### config.mk
export PLATFORM = sky130hd
export DESIGN_NAME = decode_stage
export DESIGN_NICKNAME = d
export VERILOG_FILES = /design/src/rtl/cpu_pkg.sv /design/src/rtl/decode_stage_imm_gen.sv /design/src/rtl/decode_stage.sv
export SDC_FILE = /design/constraint.sdc
export NUM_CORES = 1
export LEC_CHECK = 0
export ABC_AREA = 1
export CAP_MARGIN = 20
export CORE_AREA = 3 3 134 136
export DETAILED_ROUTE_END_ITERATION = 12
export DIE_AREA = 0 0 137 139
export PLACE_DENSITY = 0.7
export SLEW_MARGIN = 20
export SYNTH_ARGS = -nofsm -noshare
export SYNTH_HDL_FRONTEND = slang
export SYNTH_SLANG_ARGS = --single-unit
### constraint.sdc
create_clock -name i_clk -period 4.37 [get_ports i_clk]
set_input_delay 0.874 -clock i_clk [delete_from_list [all_inputs] [get_ports i_clk]]
set_output_delay 0.874 -clock i_clk [all_outputs]
set_load 0.03 [all_outputs]
### src/rtl/cpu_pkg.sv
// Shared RV32I decode definitions: base opcodes, immediate formats and an
// opcode legality helper.
package cpu_pkg;

  localparam logic [6:0] OP       = 7'b0110011;
  localparam logic [6:0] OP_IMM   = 7'b0010011;
  localparam logic [6:0] LOAD     = 7'b0000011;
  localparam logic [6:0] STORE    = 7'b0100011;
  localparam logic [6:0] BRANCH   = 7'b1100011;
  localparam logic [6:0] JAL      = 7'b1101111;
  localparam logic [6:0] JALR     = 7'b1100111;
  localparam logic [6:0] LUI      = 7'b0110111;
  localparam logic [6:0] AUIPC    = 7'b0010111;
  localparam logic [6:0] SYSTEM   = 7'b1110011;
  localparam logic [6:0] MISC_MEM = 7'b0001111;

  localparam logic [31:0] NOP_INSTR = 32'h0000_0013;

  typedef enum logic [2:0] {
    IMM_I    = 3'd0,
    IMM_S    = 3'd1,
    IMM_B    = 3'd2,
    IMM_U    = 3'd3,
    IMM_J    = 3'd4,
    IMM_NONE = 3'd5
  } imm_type_e;

  // The full 7-bit compare also rejects words whose low two bits are not 2'b11.
  function automatic logic opc_legal(input logic [6:0] opc);
    logic ok;
    case (opc)
      OP, OP_IMM, LOAD, STORE, BRANCH, JAL, JALR,
      LUI, AUIPC, SYSTEM, MISC_MEM: ok = 1'b1;
      default:                      ok = 1'b0;
    endcase
    return ok;
  endfunction

endpackage

### src/rtl/decode_stage_imm_gen.sv
// Immediate generator: classifies the opcode into an RV32I immediate format
// and produces the sign-extended immediate.
module imm_gen
  import cpu_pkg::*;
#(
  parameter int XW = 32
) (
  input  logic [31:0]   i_instr,
  output logic [XW-1:0] o_imm,
  output imm_type_e     o_imm_type
);

  logic signed [31:0] w_imm32;

  always_comb begin
    case (i_instr[6:0])
      LOAD, OP_IMM, JALR: o_imm_type = IMM_I;
      STORE:              o_imm_type = IMM_S;
      BRANCH:             o_imm_type = IMM_B;
      LUI, AUIPC:         o_imm_type = IMM_U;
      JAL:                o_imm_type = IMM_J;
      default:            o_imm_type = IMM_NONE;
    endcase
  end

  always_comb begin
    case (o_imm_type)
      IMM_I:   w_imm32 = {{20{i_instr[31]}}, i_instr[31:20]};
      IMM_S:   w_imm32 = {{20{i_instr[31]}}, i_instr[31:25], i_instr[11:7]};
      IMM_B:   w_imm32 = {{19{i_instr[31]}}, i_instr[31], i_instr[7],
                          i_instr[30:25], i_instr[11:8], 1'b0};
      IMM_U:   w_imm32 = {i_instr[31:12], 12'h000};
      IMM_J:   w_imm32 = {{11{i_instr[31]}}, i_instr[31], i_instr[19:12],
                          i_instr[20], i_instr[30:21], 1'b0};
      default: w_imm32 = 32'sd0;
    endcase
  end

  assign o_imm = XW'(w_imm32);

endmodule

### src/rtl/decode_stage.sv
// RV32I decode stage: valid/ready pipeline register, register-file address
// steering with same-edge writeback bypass, and immediate/control decode.
module decode_stage
  import cpu_pkg::*;
#(
  parameter int XW = 32
) (
  input  logic          i_clk,
  input  logic          i_rst,
  input  logic          i_valid,
  output logic          o_ready,
  input  logic [31:0]   i_instr,
  input  logic [XW-1:0] i_pc,
  input  logic          i_flush,
  output logic [4:0]    o_rf_addr1,
  output logic [4:0]    o_rf_addr2,
  input  logic [XW-1:0] i_rf_data1,
  input  logic [XW-1:0] i_rf_data2,
  input  logic          i_wb_en,
  input  logic [4:0]    i_wb_addr,
  input  logic [XW-1:0] i_wb_data,
  output logic          o_valid,
  input  logic          i_ready,
  output logic [XW-1:0] o_pc,
  output logic [31:0]   o_instr,
  output logic [XW-1:0] o_rs1_data,
  output logic [XW-1:0] o_rs2_data,
  output logic [XW-1:0] o_imm,
  output logic [4:0]    o_rd,
  output logic          o_rd_we,
  output logic          o_illegal
);

  logic          r_valid;
  logic [31:0]   r_instr;
  logic [XW-1:0] r_pc;
  logic          r_byp_hit1;
  logic          r_byp_hit2;
  logic [XW-1:0] r_byp_data1;
  logic [XW-1:0] r_byp_data2;

  logic          w_hold;
  logic          w_accept;
  imm_type_e     w_imm_type;

  assign w_hold   = r_valid & ~i_ready;
  assign o_ready  = ~r_valid | i_ready;
  assign w_accept = i_valid & o_ready;

  // Flush wins over a same-cycle accept, dropping the incoming word.
  always_ff @(posedge i_clk or posedge i_rst) begin
    if (i_rst) begin
      r_valid <= 1'b0;
      r_instr <= NOP_INSTR;
      r_pc    <= {XW{1'b0}};
    end else if (i_flush) begin
      r_valid <= 1'b0;
    end else if (w_accept) begin
      r_valid <= 1'b1;
      r_instr <= i_instr;
      r_pc    <= i_pc;
    end else if (i_ready) begin
      r_valid <= 1'b0;
    end
  end

  // Re-read the held sources while stalled so late writebacks are picked up.
  always_comb begin
    if (w_hold) begin
      o_rf_addr1 = r_instr[19:15];
      o_rf_addr2 = r_instr[24:20];
    end else begin
      o_rf_addr1 = i_instr[19:15];
      o_rf_addr2 = i_instr[24:20];
    end
  end

  // The file returns the old value on a same-edge write, so capture the write.
  always_ff @(posedge i_clk or posedge i_rst) begin
    if (i_rst) begin
      r_byp_hit1  <= 1'b0;
      r_byp_hit2  <= 1'b0;
      r_byp_data1 <= {XW{1'b0}};
      r_byp_data2 <= {XW{1'b0}};
    end else begin
      r_byp_hit1  <= i_wb_en & (i_wb_addr != 5'd0) & (i_wb_addr == o_rf_addr1);
      r_byp_hit2  <= i_wb_en & (i_wb_addr != 5'd0) & (i_wb_addr == o_rf_addr2);
      r_byp_data1 <= i_wb_data;
      r_byp_data2 <= i_wb_data;
    end
  end

  assign o_rs1_data = r_byp_hit1 ? r_byp_data1 : i_rf_data1;
  assign o_rs2_data = r_byp_hit2 ? r_byp_data2 : i_rf_data2;

  imm_gen #(.XW(XW)) u_imm_gen (
    .i_instr    (r_instr),
    .o_imm      (o_imm),
    .o_imm_type (w_imm_type)
  );

  // I, U and J formats are exactly the rd-writing opcodes other than OP.
  assign o_valid   = r_valid;
  assign o_pc      = r_pc;
  assign o_instr   = r_instr;
  assign o_rd      = r_instr[11:7];
  assign o_rd_we   = (r_instr[11:7] != 5'd0) &
                     ((w_imm_type == IMM_I) | (w_imm_type == IMM_U) |
                      (w_imm_type == IMM_J) | (r_instr[6:0] == OP));
  assign o_illegal = (r_instr[1:0] != 2'b11) | ~opc_legal(r_instr[6:0]);

endmodule
==> results.md <==
* Max clock buf depth at 2
* Gpl congestion at 0.8744
* Post-Syn Nets at 640
* Final #Nets at 980
* Global Route Usage Sum at 20.76%
* Setup TNS at 0 ns
* Peak supply drop at 215.0 uV
* Fillers at 1,579
* DRC Markers at 0
* Cell variety after synth at 26
* Total power at 3.088 mW
* Placed Area at 8705 um^2
* Period Utilization, post-route at 83.46%
* CP arrival at 2.77 ns
* Final core occ at 52.77%
* Largest net degree at the start of global routing at 54
* Layout cells sized above 1 at 19.78%
* Min-delay src: o_pc[3]
* Initial antenna violation count at 1
* Highest-delay cell along the critical path: clkdlybuf4s50_1
* Final Routed Wirelength at 20,500 um
* Worst R2R End: o_pc[27]
* Syn Std Cell Area at 5045 um^2
* Worst Skew at 0.009962 ns
* Type of destination of the critical path: output pin
* Worst-Margin Slew at 0.8409 ns
* Synth Instances at 469
* Initial DRC Count at 216
* RSZ-0062 raised after global routing: false
* Total CTS buffers at 9
* Final Slew Violations at 0
* Die span in y at 139 um
* Port bufs at 349
* Core Area at 17,060 um^2
* Setup ws final at 0.7226 ns
* Count of hold-fix buffers inserted at cts at 0
* Initial Utilization at 29.58%
* Cell count after placement at 1,023
* Most common cell after layout, fill and taps aside: clkdlybuf4s50_1
* WHS at 0.5074 ns
* Fin. Hold Viols at 0
* Hold Path Depth at 1
* Seq/Total Area, Yosys at 49.18%
* Grt total ovfl at 0
* Synth Register Bits at 99
* Drt wl/cell at 19.71 um
* Synth warnings at 0
* TritonRoute pass-1 iters at 5
* Power Density at 343.1 nW/um^2
* Pleak at 3.844 nW
* Most frequent cells in the layout: clkdlybuf4s50_1, mux2_2, dfrtp_1, nand2_1, nor2_1
* CTS-repair resized insts at 0
* Root buffer cell: clkbuf_16
* CP Launch Type: register
* H-tree depth at 3
* Clk Latency, worst-skew pair at 0.35 ns
* Hpwl dp at 16,170 um
* Post CTS Setup Buffer Count at 0
* First-pass GRT wire length at 29,800 um
* Area Growth Syn to Fin at 78.40%
* Crit-path cells: nand2_1, nor3_4, o21ai_2, nand2_1, nand2_1, o21ai_0, clkdlybuf4s50_1
* Worst hold-check path type: reg -> reg
* Post-Place Setup Slack at 0.9017 ns
* Final design area excluding fillers at 9000 um^2
* Die area at 19,040 um^2
* Critical path's largest stage delay at 0.71 ns
* CTS tree: built
* Cells on worst reg2reg path at 4
* Vias in the first global route at 4,920
* Status: completed
* Most frequent CP cell: nand2_1
* Worst-path fanout max at 11
* Avg Vias per Cell at 4.627
* Die Wd at 137 um
* Post-DRT Antenna Nets at 0
* DR vias at 4,812
* End of the worst hold path: o_pc[3]
* CTS Sinks at 99
* Period minus WS final at 3.647 ns
* Clock transition at path regs at 0.08 ns
* Max-Cap Viols at 0
* Worst r2r src: o_valid
* Post-Layout Cell Count at 1,040
* I/O Pins at 350
* Max Clock Freq at 0.2742 GHz
* Setup violators final at 0
* Normalized max-slew margin at 43.94%
* Critical path type: reg -> out
* Worst Path Required at 3.50 ns
* Reg2Reg Setup Slack at 2.22 ns
* Mean post-synth cell area at 10.76 um^2
* Row count at 48
-- registers in the layout, summed over array words and instances, names as in the netlist --
signal and cells:
o_instr 32, o_pc 32, o_valid 1, r_byp_data2 32
r_byp_hit1 1, r_byp_hit2 1
-- cell families after synthesis --
logic type             count (synthesis)  share of synthesized area, %
flip-flops                            99                         49.18
multiplexers                         107                         24.40
AND/OR/NAND/NOR                      159                         13.84
buffers and inverters                 62                         6.399
AO/OA/AOI/OAI                         42                         6.175
-- critical path, delay by kind of cell (launching register included) --
| kind | cells | cell delay [ns] |
|---|---|---|
| AND/OR/NAND/NOR | 4 | 0.85 |
| buffers and inverters | 1 | 0.71 |
| flip-flops | 1 | 0.55 |
| AO/OA/AOI/OAI | 2 | 0.32 |
-- routing by layer --
layer / GRT usage (%) / up-vias / wire length (um)
li1: - / 2258 / -
met1: 24.06 / 2286 / 7887
met2: 35.50 / 250 / 10040
met3: 8.273 / 18 / 2195
met4: 5.410 / 0 / 374
met5: 0 / - / 0
-- cells in the mapped netlist --
| cell type | n | area share [%] |
|---|---|---|
| mux2_2 | 96 | 21 |
| nor2_2 | 1 | 0.12 |
| nand4_1 | 4 | 0.50 |
| mux2_4 | 7 | 2.1 |
| dfstp_2 | 3 | 1.6 |
| nor3_1 | 1 | 0.099 |
| a21oi_2 | 10 | 1.7 |
| inv_2 | 3 | 0.22 |
| nand2_8 | 1 | 0.40 |
| nand2_1 | 69 | 5.1 |
| a21oi_1 | 11 | 1.1 |
| nor2_1 | 42 | 3.1 |
| inv_1 | 33 | 2.5 |
| nand3_1 | 37 | 3.7 |
| nor3_4 | 1 | 0.32 |
| dfrtp_1 | 96 | 48 |
| nand2_4 | 1 | 0.22 |
| nand2_2 | 2 | 0.25 |
| o221ai_1 | 4 | 0.69 |
| buf_4 | 9 | 1.3 |
| mux2_1 | 4 | 0.89 |
| o21ai_2 | 13 | 2.3 |
| clkbuf_1 | 2 | 0.15 |
| buf_2 | 9 | 0.89 |
| buf_6 | 6 | 1.3 |
| o21ai_0 | 4 | 0.40 |
-- cell type report --
cell class / instances / area (um^2) / area share (%)
timing repair buffer: 355 / 3563 / 39.59
clock inverter: 7 / 67.56 / 0.7507
inverter: 36 / 137.6 / 1.529
antenna: 1 / 2.502 / 0.02780
multi-input combinational: 308 / 2241 / 24.90
sequential: 99 / 2481 / 27.57
tap: 225 / 281.5 / 3.128
clock buffer: 9 / 225.2 / 2.502
-- worst max path at each step --
| stage | startpoint | endpoint | slack [ns] | cells past startpoint |
|---|---|---|---|---|
| 5_1_grt | o_instr[1] | o_imm[20] | 0.54 | 7 |
| 4_1_cts | o_instr[0] | o_imm[20] | 0.72 | 7 |
| 2_1_floorplan | i_rst | o_instr[10] | 0.91 | 1 |
| 3_5_place_dp | i_ready | o_rf_addr1[4] | 0.90 | 7 |
| 3_3_place_gp | i_ready | o_rf_addr1[4] | 0.93 | 7 |
| 6_report | o_instr[0] | o_imm[20] | 0.72 | 7 |
-- report_power, final --
part | internal, mW | switching, mW | total, mW
registers | 1.03 | 0.103 | 1.13
logic | 0.544 | 0.612 | 1.16
clock network | 0.403 | 0.394 | 0.797
total | 1.98 | 1.11 | 3.09
Note: power is estimated with default switching activity, not from simulation.
